### src/rtl/nn_pkg.sv
// -----------------------------------------------------------------------------
// nn_pkg
// Shared constants for the small CNN pipeline: pixel width, conv output map
// dimensions, lane count of the pooling stage and the argmax window-position
// encoding. The encoding is {row, col} inside a 2x2 window, so bit 1 is the
// row bit and bit 0 is the column bit.
// -----------------------------------------------------------------------------
package nn_pkg;

    localparam int DATA_W     = 8;
    localparam int CONV_OUT_W = 6;
    localparam int CONV_OUT_H = 6;
    localparam int NUM_LANES  = 2;

    localparam logic [1:0] TL = 2'd0;
    localparam logic [1:0] TR = 2'd1;
    localparam logic [1:0] BL = 2'd2;
    localparam logic [1:0] BR = 2'd3;

endpackage

### src/rtl/max2_unit.sv
// -----------------------------------------------------------------------------
// max2_unit
// Unsigned two-input max with a tag that follows the winner.
// b only wins on a strict '>', so a tie keeps a (the earlier pixel).
// Ports:
//   a, b          in   DATA_W  operands (a is the earlier / preferred one)
//   a_tag, b_tag  in   TAG_W   tags travelling with a and b
//   max           out  DATA_W  larger operand
//   win_tag       out  TAG_W   tag of the selected operand
// -----------------------------------------------------------------------------
module max2_unit #(
    parameter int DATA_W = 8,
    parameter int TAG_W  = 1
) (
    input  logic [DATA_W-1:0] a,
    input  logic [DATA_W-1:0] b,
    input  logic [TAG_W-1:0]  a_tag,
    input  logic [TAG_W-1:0]  b_tag,
    output logic [DATA_W-1:0] max,
    output logic [TAG_W-1:0]  win_tag
);

    logic b_wins;

    assign b_wins  = (b > a);
    assign max     = b_wins ? b : a;
    assign win_tag = b_wins ? b_tag : a_tag;

endmodule

### src/rtl/maxpool2x2_stream.sv
// -----------------------------------------------------------------------------
// maxpool2x2_stream
// Streaming 2x2 / stride-2 max-pool over raster-ordered feature maps, two
// channels in parallel. A horizontal max of each pixel pair is formed on odd
// columns; on even rows it is parked in a half-width line buffer, on odd rows
// it is combined with the parked value and registered as the pooled pixel.
//
// Optional feature: define MAXPOOL_ARGMAX_EN to add argmax_0/argmax_1, the
// winning window position (TL=0, TR=1, BL=2, BR=3, ties -> lowest position).
//
// Ports:
//   clk                          in   clock, all state on rising edge
//   reset                        in   synchronous, active-high
//   input_data_0/1               in   DATA_W pixel per channel
//   input_valid                  in   beat qualifier (gaps allowed)
//   output_data_0/1              out  DATA_W pooled pixel per channel (held)
//   output_valid                 out  one-cycle pulse per pooled pixel
//   out_index                    out  raster index of the pooled pixel
//   frame_done                   out  pulses with the last pooled pixel
//   argmax_0/1 (ARGMAX only)     out  2-bit winning position per channel
// -----------------------------------------------------------------------------
module maxpool2x2_stream #(
    parameter  int DATA_W = nn_pkg::DATA_W,
    parameter  int IN_W   = nn_pkg::CONV_OUT_W,
    parameter  int IN_H   = nn_pkg::CONV_OUT_H,
    localparam int OUT_N  = IN_W * IN_H / 4,
    localparam int IDX_W  = (OUT_N > 1) ? $clog2(OUT_N) : 1
) (
    input  logic              clk,
    input  logic              reset,
    input  logic [DATA_W-1:0] input_data_0,
    input  logic [DATA_W-1:0] input_data_1,
    input  logic              input_valid,
    output logic [DATA_W-1:0] output_data_0,
    output logic [DATA_W-1:0] output_data_1,
    output logic              output_valid,
    output logic [IDX_W-1:0]  out_index,
    output logic              frame_done
`ifdef MAXPOOL_ARGMAX_EN
    ,
    output logic [1:0]        argmax_0,
    output logic [1:0]        argmax_1
`endif
);

    import nn_pkg::*;

    localparam int LANES    = NUM_LANES;
    localparam int HALF_W   = IN_W / 2;
    localparam int COL_W    = (IN_W > 1) ? $clog2(IN_W) : 1;
    localparam int ROW_W    = (IN_H > 1) ? $clog2(IN_H) : 1;
    localparam int LB_AW    = (HALF_W > 1) ? $clog2(HALF_W) : 1;
    localparam int LAST_IDX = OUT_N - 1;

    if ((IN_W % 2) != 0 || IN_W < 2) begin : g_bad_w
        $error("maxpool2x2_stream: IN_W must be even and non-zero");
    end
    if ((IN_H % 2) != 0 || IN_H < 2) begin : g_bad_h
        $error("maxpool2x2_stream: IN_H must be even and non-zero");
    end

    logic [COL_W-1:0] col;
    logic [ROW_W-1:0] row;
    logic [LB_AW-1:0] lb_addr;
    logic [IDX_W-1:0] cur_idx;

    logic [LANES-1:0][DATA_W-1:0]             in_lane;
    logic [LANES-1:0][DATA_W-1:0]             hold;
    logic [LANES-1:0][DATA_W-1:0]             hmax;
    logic [LANES-1:0][DATA_W-1:0]             lb_rd;
    logic [LANES-1:0][DATA_W-1:0]             pooled;
    logic [LANES-1:0][HALF_W-1:0][DATA_W-1:0] linebuf;

`ifdef MAXPOOL_ARGMAX_EN
    logic [LANES-1:0]             htag;
    logic [LANES-1:0]             lb_tag_rd;
    logic [LANES-1:0][1:0]        vtag;
    logic [LANES-1:0][HALF_W-1:0] lb_tag;
`else
    logic [LANES-1:0][1:0]        tag_unused;
`endif

    assign in_lane[0] = input_data_0;
    assign in_lane[1] = input_data_1;
    assign lb_addr    = LB_AW'(col >> 1);
    assign cur_idx    = IDX_W'((int'(row) >> 1) * HALF_W + (int'(col) >> 1));

    for (genvar l = 0; l < LANES; l++) begin : g_lane
        assign lb_rd[l] = linebuf[l][lb_addr];
`ifdef MAXPOOL_ARGMAX_EN
        // Held pixel is always the left column (tag 0), the live one the right.
        assign lb_tag_rd[l] = lb_tag[l][lb_addr];
        max2_unit #(.DATA_W(DATA_W), .TAG_W(1)) u_hmax (
            .a(hold[l]), .b(in_lane[l]), .a_tag(1'b0), .b_tag(1'b1),
            .max(hmax[l]), .win_tag(htag[l])
        );
        // Top row value is the earlier one, so vertical ties stay on top.
        max2_unit #(.DATA_W(DATA_W), .TAG_W(2)) u_vmax (
            .a(lb_rd[l]), .b(hmax[l]),
            .a_tag({TL[1], lb_tag_rd[l]}), .b_tag({BL[1], htag[l]}),
            .max(pooled[l]), .win_tag(vtag[l])
        );
`else
        max2_unit #(.DATA_W(DATA_W), .TAG_W(1)) u_hmax (
            .a(hold[l]), .b(in_lane[l]), .a_tag(1'b0), .b_tag(1'b0),
            .max(hmax[l]), .win_tag(tag_unused[l][0])
        );
        max2_unit #(.DATA_W(DATA_W), .TAG_W(1)) u_vmax (
            .a(lb_rd[l]), .b(hmax[l]), .a_tag(1'b0), .b_tag(1'b0),
            .max(pooled[l]), .win_tag(tag_unused[l][1])
        );
`endif
    end

    always_ff @(posedge clk) begin
        if (reset) begin
            col           <= '0;
            row           <= '0;
            hold          <= '0;
            linebuf       <= '0;
            output_data_0 <= '0;
            output_data_1 <= '0;
            output_valid  <= 1'b0;
            out_index     <= '0;
            frame_done    <= 1'b0;
`ifdef MAXPOOL_ARGMAX_EN
            lb_tag        <= '0;
            argmax_0      <= '0;
            argmax_1      <= '0;
`endif
        end else begin
            output_valid <= 1'b0;
            frame_done   <= 1'b0;
            if (input_valid) begin
                // Raster counters; frames run back-to-back with no idle beat.
                if (col == COL_W'(IN_W - 1)) begin
                    col <= '0;
                    row <= (row == ROW_W'(IN_H - 1)) ? '0 : row + 1'b1;
                end else begin
                    col <= col + 1'b1;
                end

                if (!col[0]) begin
                    hold <= in_lane;
                end else if (!row[0]) begin
                    for (int l = 0; l < LANES; l++) begin
                        linebuf[l][lb_addr] <= hmax[l];
`ifdef MAXPOOL_ARGMAX_EN
                        lb_tag[l][lb_addr]  <= htag[l];
`endif
                    end
                end else begin
                    // Bottom-right pixel of a window: emit the pooled result.
                    output_data_0 <= pooled[0];
                    output_data_1 <= pooled[1];
                    output_valid  <= 1'b1;
                    out_index     <= cur_idx;
                    frame_done    <= (cur_idx == IDX_W'(LAST_IDX));
`ifdef MAXPOOL_ARGMAX_EN
                    argmax_0      <= vtag[0];
                    argmax_1      <= vtag[1];
`endif
                end
            end
        end
    end

endmodule

### config.mk
export PLATFORM = sky130hd
export DESIGN_NAME = maxpool2x2_stream
export DESIGN_NICKNAME = d
export VERILOG_FILES = /design/src/rtl/nn_pkg.sv /design/src/rtl/max2_unit.sv /design/src/rtl/maxpool2x2_stream.sv
export SDC_FILE = /design/constraint.sdc
export NUM_CORES = 1
export LEC_CHECK = 0
export ABC_CLOCK_PERIOD_IN_PS = 4900
export BUFFER_PORTS_ARGS = -buffer_cell sky130_fd_sc_hd__buf_2
export CAP_MARGIN = 10
export CORE_ASPECT_RATIO = 0.8
export CORE_MARGIN = 2
export CORE_UTILIZATION = 35
export DETAILED_ROUTE_END_ITERATION = 10
export GPL_TIMING_DRIVEN = 0
export PLACE_DENSITY = 0.57
export SYNTH_ARGS = -nofsm -noshare
export SYNTH_HDL_FRONTEND = slang
export SYNTH_SLANG_ARGS = --single-unit
### constraint.sdc
create_clock -name clk -period 4.9 [get_ports clk]
set_clock_uncertainty 0.05 [all_clocks]
set_input_delay 0.98 -clock clk [delete_from_list [all_inputs] [get_ports clk]]
set_output_delay 0.98 -clock clk [all_outputs]
set_load 0.05 [all_outputs]
### After elaboration in Yosys (flattened, before gate mapping)

Cells that the tools add are included.

| operators by class | value |
|---|---|
| reduce and logical (&&, ||, !) cells | 7 |
| magnitude comparators | 6 |
| equality and inequality tests | 3 |
| multiply operators | 1 |
| bitwise logic cells | 3 |
| mux-type cells | 15 |
| $add $sub $neg | 3 |

Operators with widths:

| kind | number |
|---|---|
| $mux 8 | 7 |
| $bwmux 24 | 2 |
| $bmux 8 s2 | 2 |
| $gt 8x8->1 | 4 |
| $demux 8 s2 | 1 |
| $add 3x1->3 const B | 2 |
| $eq 3x3->1 const B | 2 |
| $mux 3 | 2 |
| $reduce_and 3->1 | 2 |
| $add 4x2->4 | 1 |
| $eq 4x4->1 const B | 1 |
| $mul 2x2->4 const B | 1 |
| $reduce_and 2->1 | 2 |
| $reduce_or 4->1 | 1 |
| $lt 2x3->1 const B | 1 |
| $not 1->1 | 3 |
| $reduce_or 3->1 | 1 |
| $ge 2x1->1 const B | 1 |
| $logic_and 1x1->1 | 1 |
| $mux 1 | 1 |

| storage, ports and cells | value |
|---|---|
| logic and storage cells | 53 |
| input bits | 19 |
| flip-flop bits (word level) | 92 |
| output and inout port bits | 22 |

### Depth between registers and ports, before layout

Gate-level depths: netlist of the first run.

| depth | value |
|---|---|
| depth after elaboration | 5 |
| mapped depth | 16 |

### Modules after synthesis

A second synthesis of the first run with hierarchy kept.

| unflattened totals | value |
|---|---|
| cells, all modules | 574 |
| area total of the unflattened synthesis | 5161.2 µm² |

By module, submodules not included:

| module | times used | seq. area each (µm²) | cells each | area each (µm²) |
|---|---|---|---|---|
| maxpool2x2_stream | 1 | 1841.8 | 430 | 3900.0 |
| max2_unit | 4 | 0.0 | 36 | 315.3 |

### Worst setup path before layout of the first run

Ideal clock, no wire load.

| path | value |
|---|---|
| path kind | input-to-reg |
| start | input input_data_0[1] |
| end | register output_data_0[1] |
| stages on the path | 13 |
| required time | 4.716 ns |
| arrival time | 3.681 ns |
| slack | 1.035 ns |
| path buffers | 0 |
| cells stage by stage | ha_1 nor2b_4 o211ai_2 a21oi_2 o22ai_4 mux2i_1 inv_1 ha_1 nand2_1 or4_1 o21ai_2 nand2b_1 o21ai_0 |

| between the ends | value |
|---|---|
| cells in the longest elaborated chain, start to end | 4 |

RTL lines:

| what | RTL line | source |
|---|---|---|
| start: declaration | maxpool2x2_stream.sv:31 | `input logic [DATA_W-1:0] input_data_0,` |
| $gt 8x8->1 | max2_unit.sv:25 | `assign b_wins = (b > a);` |
| $mux 8 | max2_unit.sv:26 | `assign max = b_wins ? b : a;` |
| net g_lane[0].u_hmax.max[7] | max2_unit.sv:19 | `output logic [DATA_W-1:0] max,` |
| $gt 8x8->1 | max2_unit.sv:25 |  |
| $mux 8 | max2_unit.sv:26 |  |
| end signal: assignment | maxpool2x2_stream.sv:154 | `output_data_0 <= pooled[0];` |
| end: declaration | maxpool2x2_stream.sv:34 | `output logic [DATA_W-1:0] output_data_0,` |

The timed path passes the listed nets, and every way through them passes these cells.
A chain may end at the register's enable or synchronous reset.

### Worst setup path in the final report of the first run

| path | value |
|---|---|
| start | input input_data_1[1] |
| end | register output_data_1[2] |

| between the ends | value |
|---|---|
| cells in the longest elaborated chain, start to end | 4 |

RTL lines:

| what | RTL line | source |
|---|---|---|
| start: declaration | maxpool2x2_stream.sv:32 | `input logic [DATA_W-1:0] input_data_1,` |
| $gt 8x8->1 | max2_unit.sv:25 |  |
| $mux 8 * | max2_unit.sv:26 |  |
| net g_lane[1].u_hmax.max[1] | max2_unit.sv:19 |  |
| $gt 8x8->1 * | max2_unit.sv:25 |  |
| $mux 8 * | max2_unit.sv:26 |  |
| end signal: assignment | maxpool2x2_stream.sv:155 | `output_data_1 <= pooled[1];` |
| end: declaration | maxpool2x2_stream.sv:35 | `output logic [DATA_W-1:0] output_data_1,` |

Mark *: on every way through the listed nets, which the timed path passes. The rest lies on a longest branch.

==> out/qor.txt, run 1 <==
Status: completed
Vias in the first global route: 3994
Mean Syn Cell Area: 8.54 um2
Hpwl dp: 9.71 mm
CTS tree: yes
Initial core utilization: 35.4%
Cell Area, Synth: 0.00475 mm2
Tmin final: 4.22 ns
Core area: 0.0134 mm2
Switching power: 472 uW
Fillers: 1380
Post-Synthesis Cells: 556
Synth cell types: 40
Sequential power share: 45.7%
Hold EP: out_index[2]
Worst skew pair latency: 0.35 ns
# hold bufs at CTS: 0
Io pins: 41
Relative slew slack: 52.0%
Hold Path Stages: 2
Antenna cells: 0
Post-synth top cells: 92 x dfxtp_1, 69 x nor2_1, 67 x a21oi_1
Tightest Pin Transition: 0.720 ns
Layout cell share with drive strength beyond 1: 14.4%
GRT Total Usage: 18.2%
Crit-path cells: buf_2, ha_1, nor2b_1, o211ai_2, a21oi_2, o22ai_4, mux2i_1, inv_1, ha_1, nor2b_1, o211ai_1, a21oi_1, o22ai_2, or3_1, clkbuf_1, o21ai_0
Startpoint types: input pin
Combinational fraction of design power: 16.1%
ANT nets after route: 0
Pin count of the biggest net entering global routing: 14
Lkg Pwr: 2.08 nW
EDFF count, synth: 0
# rows: 38
Final hold vios: 0
Die area: 0.0145 mm2
Via/cell ratio: 5.24
Final nets: 661
Cell internal pwr: 1.23 mW
Reg-to-reg endpoint: output_data_1[2]
Post-synthesis net count: 611
Initial DRC count: 267
Leading area contributor after synthesis: dfxtp_1
Router iterations before antenna repair: 5
Hold WC Path Type: flip-flop to flip-flop
Reg2Reg Setup Slack: 1.04 ns
DR WL/cell: 15.8 um
Register bit total from synthesis: 92
Htree depth: 3
Unrepaired setup endpoints after global routing: false
Clock Power Share: 38.2%
CP Class: input pin to flip-flop
Yosys warns: 0
Max-Cap Viols: 0
Count leader, synth: dfxtp_1
R2R Path Start: hold[9]
Crit. End Element: flip-flop
CTS Root Cell: clkbuf_16
PwrDens: 313 mW/mm2
Data required, critical path: 5.07 ns
Vias: 4140
Synthesis-to-finish area growth: 14.5%
Die Y: 108 um
Reg2reg path depth: 16
Ys async rst share: 0%
Antenna violations before repair: 0
Max Slew Vio Count: 0
Max Buffers Root-to-Sink: 2
Top cell type's share of synthesized area: 38.8%
First-pass GRT wire length: 20.6 mm
Worst path max stage delay: 0.56 ns
Core Util, Final: 40.6%
CP Data Arrival Time: 4.38 ns
Seq/Total Area, Yosys: 38.8%
Clock Pin Slew Worst Setup and Hold Paths: 0.06 ns
Clock sinks: 92
Hold_sp: out_index[2]
Gates resized, CTS repair: 0
Residual DRC count: 0
RePlAce Congestion: 0.814
Cell Count Post-Placement: 775
Top cells by area, synth: dfxtp_1 39%, ha_1 9.0%, a21oi_1 7.1%
Crit path max fanout: 9
Tcrit/Tclk final: 86.1%
Port bufs: 39
Fin Setup TNS: 0 ns
Total grt overflow: 0
Post-synth top flop: dfxtp_1
Die width: 134 um
Setup bufs post-CTS: 0
Post-Route WL: 12.5 mm
Critical-path top delay cell: mux2i_1
Setup violators final: 0
Final worst slack: 0.683 ns
Final Non-Filler Cells: 790
Placement Setup Slack: 0.354 ns
Sw Share: 27.7%
TritonCTS buffer count: 9
Peak supply drop: 0.184 mV
Fmax achieved: 0.237 GHz
## per-layer routing
metal | share of wire [%] | up-vias | global-route usage, %
li1 | - | 2061 | -
met1 | 51 | 1971 | 25.8
met2 | 43 | 101 | 27.6
met3 | 5.3 | 7 | 3.98
met4 | 1.1 | 0 | 5.49
met5 | 0 | - | 0
## sequential cells by signal (all words and copies together) (netlist names)
register and count:
output_valid 1, col 3, output_data_1 8, linebuf 48, output_data_0 8, frame_done 1
row 3, out_index 4, hold 16
## worst max-delay path: cells and delay by family
family | cells | cell delay, ns
AOI/OAI and AO/OA | 7 | 1.30
adders and majority gates | 2 | 0.63
buffers and inverters | 3 | 0.49
muxes | 1 | 0.56
and+or+nand+nor | 3 | 0.45
## cell type report
class / count / area (um2) / share of cell area, %
Buffer: 36 / 150 / 2.76
Clock buffer: 13 / 260 / 4.78
Clock inverter: 2 / 10.0 / 0.184
Inverter: 33 / 124 / 2.28
Multi-Input combinational cell: 395 / 2640 / 48.4
Sequential cell: 92 / 1840 / 33.8
Tap cell: 180 / 225 / 4.14
Timing Repair Buffer: 39 / 195 / 3.59
## power by group through the flow
| stage | logic [mW] | registers, mW | clock network, mW |
|---|---|---|---|
| floorplan | 0.201 | 0.793 | 0 |
| global placement | 0.268 | 0.795 | 0 |
| detailed placement | 0.276 | 0.796 | 0 |
| CTS | 0.277 | 0.779 | 0.664 |
| global route | 0.311 | 0.781 | 0.692 |
| finish | 0.275 | 0.779 | 0.651 |
## worst max path at each step
stage	from	end	slack (ns)	cells past startpoint
finish	input_data_1[1]	output_data_1[2]	0.68	16
global placement	input_data_0[1]	output_data_0[4]	0.41	14
floorplan	input_data_0[1]	output_data_0[1]	1.03	13
CTS	input_data_1[1]	output_data_1[7]	0.72	16
global route	input_data_1[7]	output_data_1[6]	0.42	15
detailed placement	input_data_1[1]	output_data_1[2]	0.35	16
## placed cells by master, fill, tap and decap left out, drive strengths merged, types with 32 or more instances in the layout
master / netlist / routed
a21oi: 69 / 69
buf: 16 / 55
nor2: 69 / 69
mux2i: 32 / 32
nand2: 49 / 49
ha: 34 / 34
a211oi: 48 / 48
dfxtp: 92 / 92
clkbuf: 20 / 33
inv: 33 / 33
## cell families after synthesis
| logic type | count (synthesis) | synth area share, % |
|---|---|---|
| fa+ha+maj | 36 | 9.80 |
| compound gates | 151 | 20.9 |
| simple gates | 176 | 17.9 |
| buf+inv | 69 | 5.77 |
| flops | 92 | 38.8 |
| mux | 32 | 6.90 |
## per-stage QoR
stage | power, mW | area [um2] | hold WS (ns)
3_5_place_dp | 1.07 | 5170 | 0.400
3_3_place_gp | 1.06 | 5170 | 0.394
4_1_cts | 1.72 | 5440 | 0.410
5_1_grt | 1.78 | 5440 | 0.442
2_1_floorplan | 0.994 | 4750 | 0.399
6_report | 1.71 | 5440 | 0.408
No activity file was read; power rests on OpenSTA's default activity.
==> run 2, diff against run 1 <==
ABC_AREA = 1   (was not set)
PLACE_DENSITY = 0.56   (was 0.57)
==> out/qor.txt, run 2 <==
Status: completed (unchanged)
Final Non-Filler Cells: 926 (was 790)
Tmin final: 3.71 ns (was 4.22 ns)
Count leader, synth: inv_1 (was dfxtp_1)
Sw Share: 30.0% (was 27.7%)
Area occupied by multi-input gates: 0.00241 mm2 (was 0.00264 mm2)
Setup violators final: 0 (unchanged)
Fin Setup TNS: 0 ns (unchanged)
Register Area: 0.00184 mm2 (unchanged)
Critical-path top delay cell: nand2_1 (was mux2i_1)
Crit. End Element: flip-flop (unchanged)
TritonCTS buffer count: 9 (unchanged)
Synth cell types: 27 (was 40)
DR WL/cell: 14.2 um (was 15.8 um)
Commonest cells after routing, fill and taps aside: 138 x inv_1, 116 x a21oi_1, 110 x nand2_1, 92 x dfxtp_1, 70 x o21ai_0 (was 92 x dfxtp_1, 69 x nor2_1, 67 x a21oi_1, 51 x buf_2, 48 x nand2_1)
Largest register FFs: 48 (unchanged)
Vias in the first global route: 4407 (was 3994)
Worst path max stage delay: 0.30 ns (was 0.56 ns)
Peak supply drop: 0.192 mV (was 0.184 mV)
Worst skew pair latency: 0.35 ns (about the same)
# rows: 38 (unchanged)
Port bufs: 39 (unchanged)
Crit path max fanout: 9 (unchanged)
Io pins: 41 (unchanged)
Cell Area, Synth: 0.00490 mm2 (was 0.00475 mm2)
Relative slew slack: 60.7% (was 52.0%)
Max Buffers Root-to-Sink: 2 (unchanged)
Hpwl dp: 10.3 mm (was 9.71 mm)
Tcrit/Tclk final: 75.8% (was 86.1%)
Post-Synthesis Cells: 691 (was 556)
Tightest Pin Transition: 0.590 ns (was 0.720 ns)
ANT nets after route: 0 (unchanged)
GRT Total Usage: 18.9% (was 18.2%)
Fillers: 1435 (was 1380)
Via/cell ratio: 4.87 (was 5.24)
Antenna violations before repair: 0 (unchanged)
Post-synth top flop: dfxtp_1 (unchanged)
Startpoint types: input pin (unchanged)
Yosys warns: 0 (unchanged)
Initial core utilization: 36.0% (was 35.4%)
Largest registers: linebuf x48, hold x16 (unchanged)
Total grt overflow: 0 (unchanged)
CP Class: input pin to flip-flop (unchanged)
EDFF count, synth: 0 (unchanged)
Synthesis-to-finish area growth: 14.7% (was 14.5%)
Register bit total from synthesis: 92 (unchanged)
Sequential power share: 42.5% (was 45.7%)
Combinational fraction of design power: 19.0% (was 16.1%)
Die area: 0.0150 mm2 (was 0.0145 mm2)
Post-Route WL: 13.2 mm (was 12.5 mm)
Most flops, register: linebuf (unchanged)
Htree depth: 3 (unchanged)
Router iterations before antenna repair: 5 (unchanged)
Residual DRC count: 0 (unchanged)
Hold WS: 0.415 ns (was 0.408 ns)
Clock Pin Slew Worst Setup and Hold Paths: 0.06 ns (about the same)
Post-synth top cells: 138 x inv_1, 116 x a21oi_1, 110 x nand2_1 (was 92 x dfxtp_1, 69 x nor2_1, 67 x a21oi_1)
PwrDens: 329 mW/mm2 (was 313 mW/mm2)
Max-Cap Viols: 0 (unchanged)
Most used cell, CP: nand2_1
Initial DRC count: 286 (was 267)
Vias: 4511 (was 4140)
Die Y: 110 um (was 108 um)
Leading area contributor after synthesis: dfxtp_1 (unchanged)
CTS tree: yes (unchanged)
Setup bufs post-CTS: 0 (unchanged)
Final hold vios: 0 (unchanged)
Antenna cells: 0 (unchanged)
Seq/Total Area, Yosys: 37.6% (was 38.8%)
Top cells by area, synth: dfxtp_1 38%, a21oi_1 12%, inv_1 11% (was dfxtp_1 39%, ha_1 9.0%, a21oi_1 7.1%)
Crit-path cells: buf_2, ha_1, nand2_1, nor2_1, nand4_2, nand2_1, nand2_1, nand2_1, ha_1, a21oi_1, nor2_1, nor2_1, nand2_1, nand2_1, inv_1, nand3_1, nand2_1, a21oi_1 (was buf_2, ha_1, nor2b_1, o211ai_2, a21oi_2, o22ai_4, mux2i_1, inv_1, ha_1, nor2b_1, o211ai_1, a21oi_1, o22ai_2, or3_1, clkbuf_1, o21ai_0)
Fmax achieved: 0.269 GHz (was 0.237 GHz)
Top cell type's share of synthesized area: 37.6% (was 38.8%)
RePlAce Congestion: 0.907 (was 0.814)
Cell Count Post-Placement: 910 (was 775)
Switching power: 555 uW (was 472 uW)
Most common cell after layout, fill and taps aside: inv_1 (was dfxtp_1)
# hold bufs at CTS: 0 (unchanged)
Final nets: 796 (was 661)
Hold WC Path Type: flip-flop to flip-flop (unchanged)
First-pass GRT wire length: 21.8 mm (was 20.6 mm)
CP Data Arrival Time: 3.94 ns (was 4.38 ns)
Pin count of the biggest net entering global routing: 16 (was 14)
Unrepaired setup endpoints after global routing: false (unchanged)
Clock sinks: 92 (unchanged)
Mean Syn Cell Area: 7.09 um2 (was 8.54 um2)
Post-synthesis net count: 746 (was 611)
Core area: 0.0136 mm2 (was 0.0134 mm2)
Cell internal pwr: 1.29 mW (was 1.23 mW)
Die width: 136 um (was 134 um)
CTS Root Cell: clkbuf_16 (unchanged)
Max Slew Vio Count: 0 (unchanged)
Lkg Pwr: 2.74 nW (was 2.08 nW)
Ys async rst share: 0% (unchanged)
Data required, critical path: 5.12 ns (was 5.07 ns)
Clock Power Share: 38.5% (was 38.2%)
Layout cell share with drive strength beyond 1: 11.0% (was 14.4%)
Gates resized, CTS repair: 0 (unchanged)
## run 2: worst max-delay path, delay by kind of cell
kind | cells | cell delay [ns]
fa+ha+maj | 2 | 0.59
simple gates | 12 | 1.74
buf+inv | 2 | 0.32
compound gates | 2 | 0.30
## run 2: stage by stage
stage / cell area (um2) / setup WS (ns) / utilization, % / total power, mW
4_1_cts: 5620 / 1.28 / 41.3 / 1.86
2_1_floorplan: 4900 / 1.63 / - / 1.05
3_5_place_dp: 5320 / 0.909 / 39.1 / 1.15
6_report: 5620 / 1.19 / 41.3 / 1.85
5_1_grt: 5620 / 0.928 / 41.3 / 1.95
3_3_place_gp: 5320 / 0.999 / 39.1 / 1.13
## run 2: cell families (layout without fill, tap and decap cells)
family	Yosys count	after routing	share of synthesized area, %
AO/OA/AOI/OAI	215	215	24.1
AND/OR/NAND/NOR	180	180	15.6
buffers and inverters	168	223	13.2
flip-flops	92	92	37.6
adder cells (fa/ha/maj)	36	36	9.50
## run 2: layout make-up
cell class              count  share of cell area, %
plain buffers              28                   2.14
well taps                 180                   4.01
inverters                 140                   9.35
clock buffers              10                   4.25
repair buffers             39                   3.47
clock inverters             6                   1.11
multi-input cells         431                   42.9
flip-flops and latches     92                   32.8
## run 2: routing by layer
metal	part of all wire [%]	track usage (%)	up-vias	routed length, um
met5	0	0	-	0
met4	1.6	6.32	0	205
met3	4.7	5.26	16	621
met2	44	28.9	93	5760
met1	50	25.8	2057	6580
li1	-	-	2345	-
## run 2: path summary, 6_finish.rpt
kind | startpoint | to | slack (ns) | depth (start not counted)
max reg2reg | hold[7] | output_data_0[4] | 1.55 | 18
min | output_data_0[5] | output_data_0[5] | 0.42 | 2
max | input_data_0[7] | output_data_0[4] | 1.19 | 18
min reg2reg | output_data_0[5] | output_data_0[5] | 0.42 | 2
## run 2: power by group through the flow
stage          clock [mW]  combinational (mW)  sequential [mW]
2_1_floorplan           0               0.251            0.799
3_3_place_gp            0               0.331            0.802
3_5_place_dp            0               0.345            0.802
4_1_cts             0.725               0.347            0.785
5_1_grt             0.763               0.403            0.788
6_report            0.712               0.351            0.785
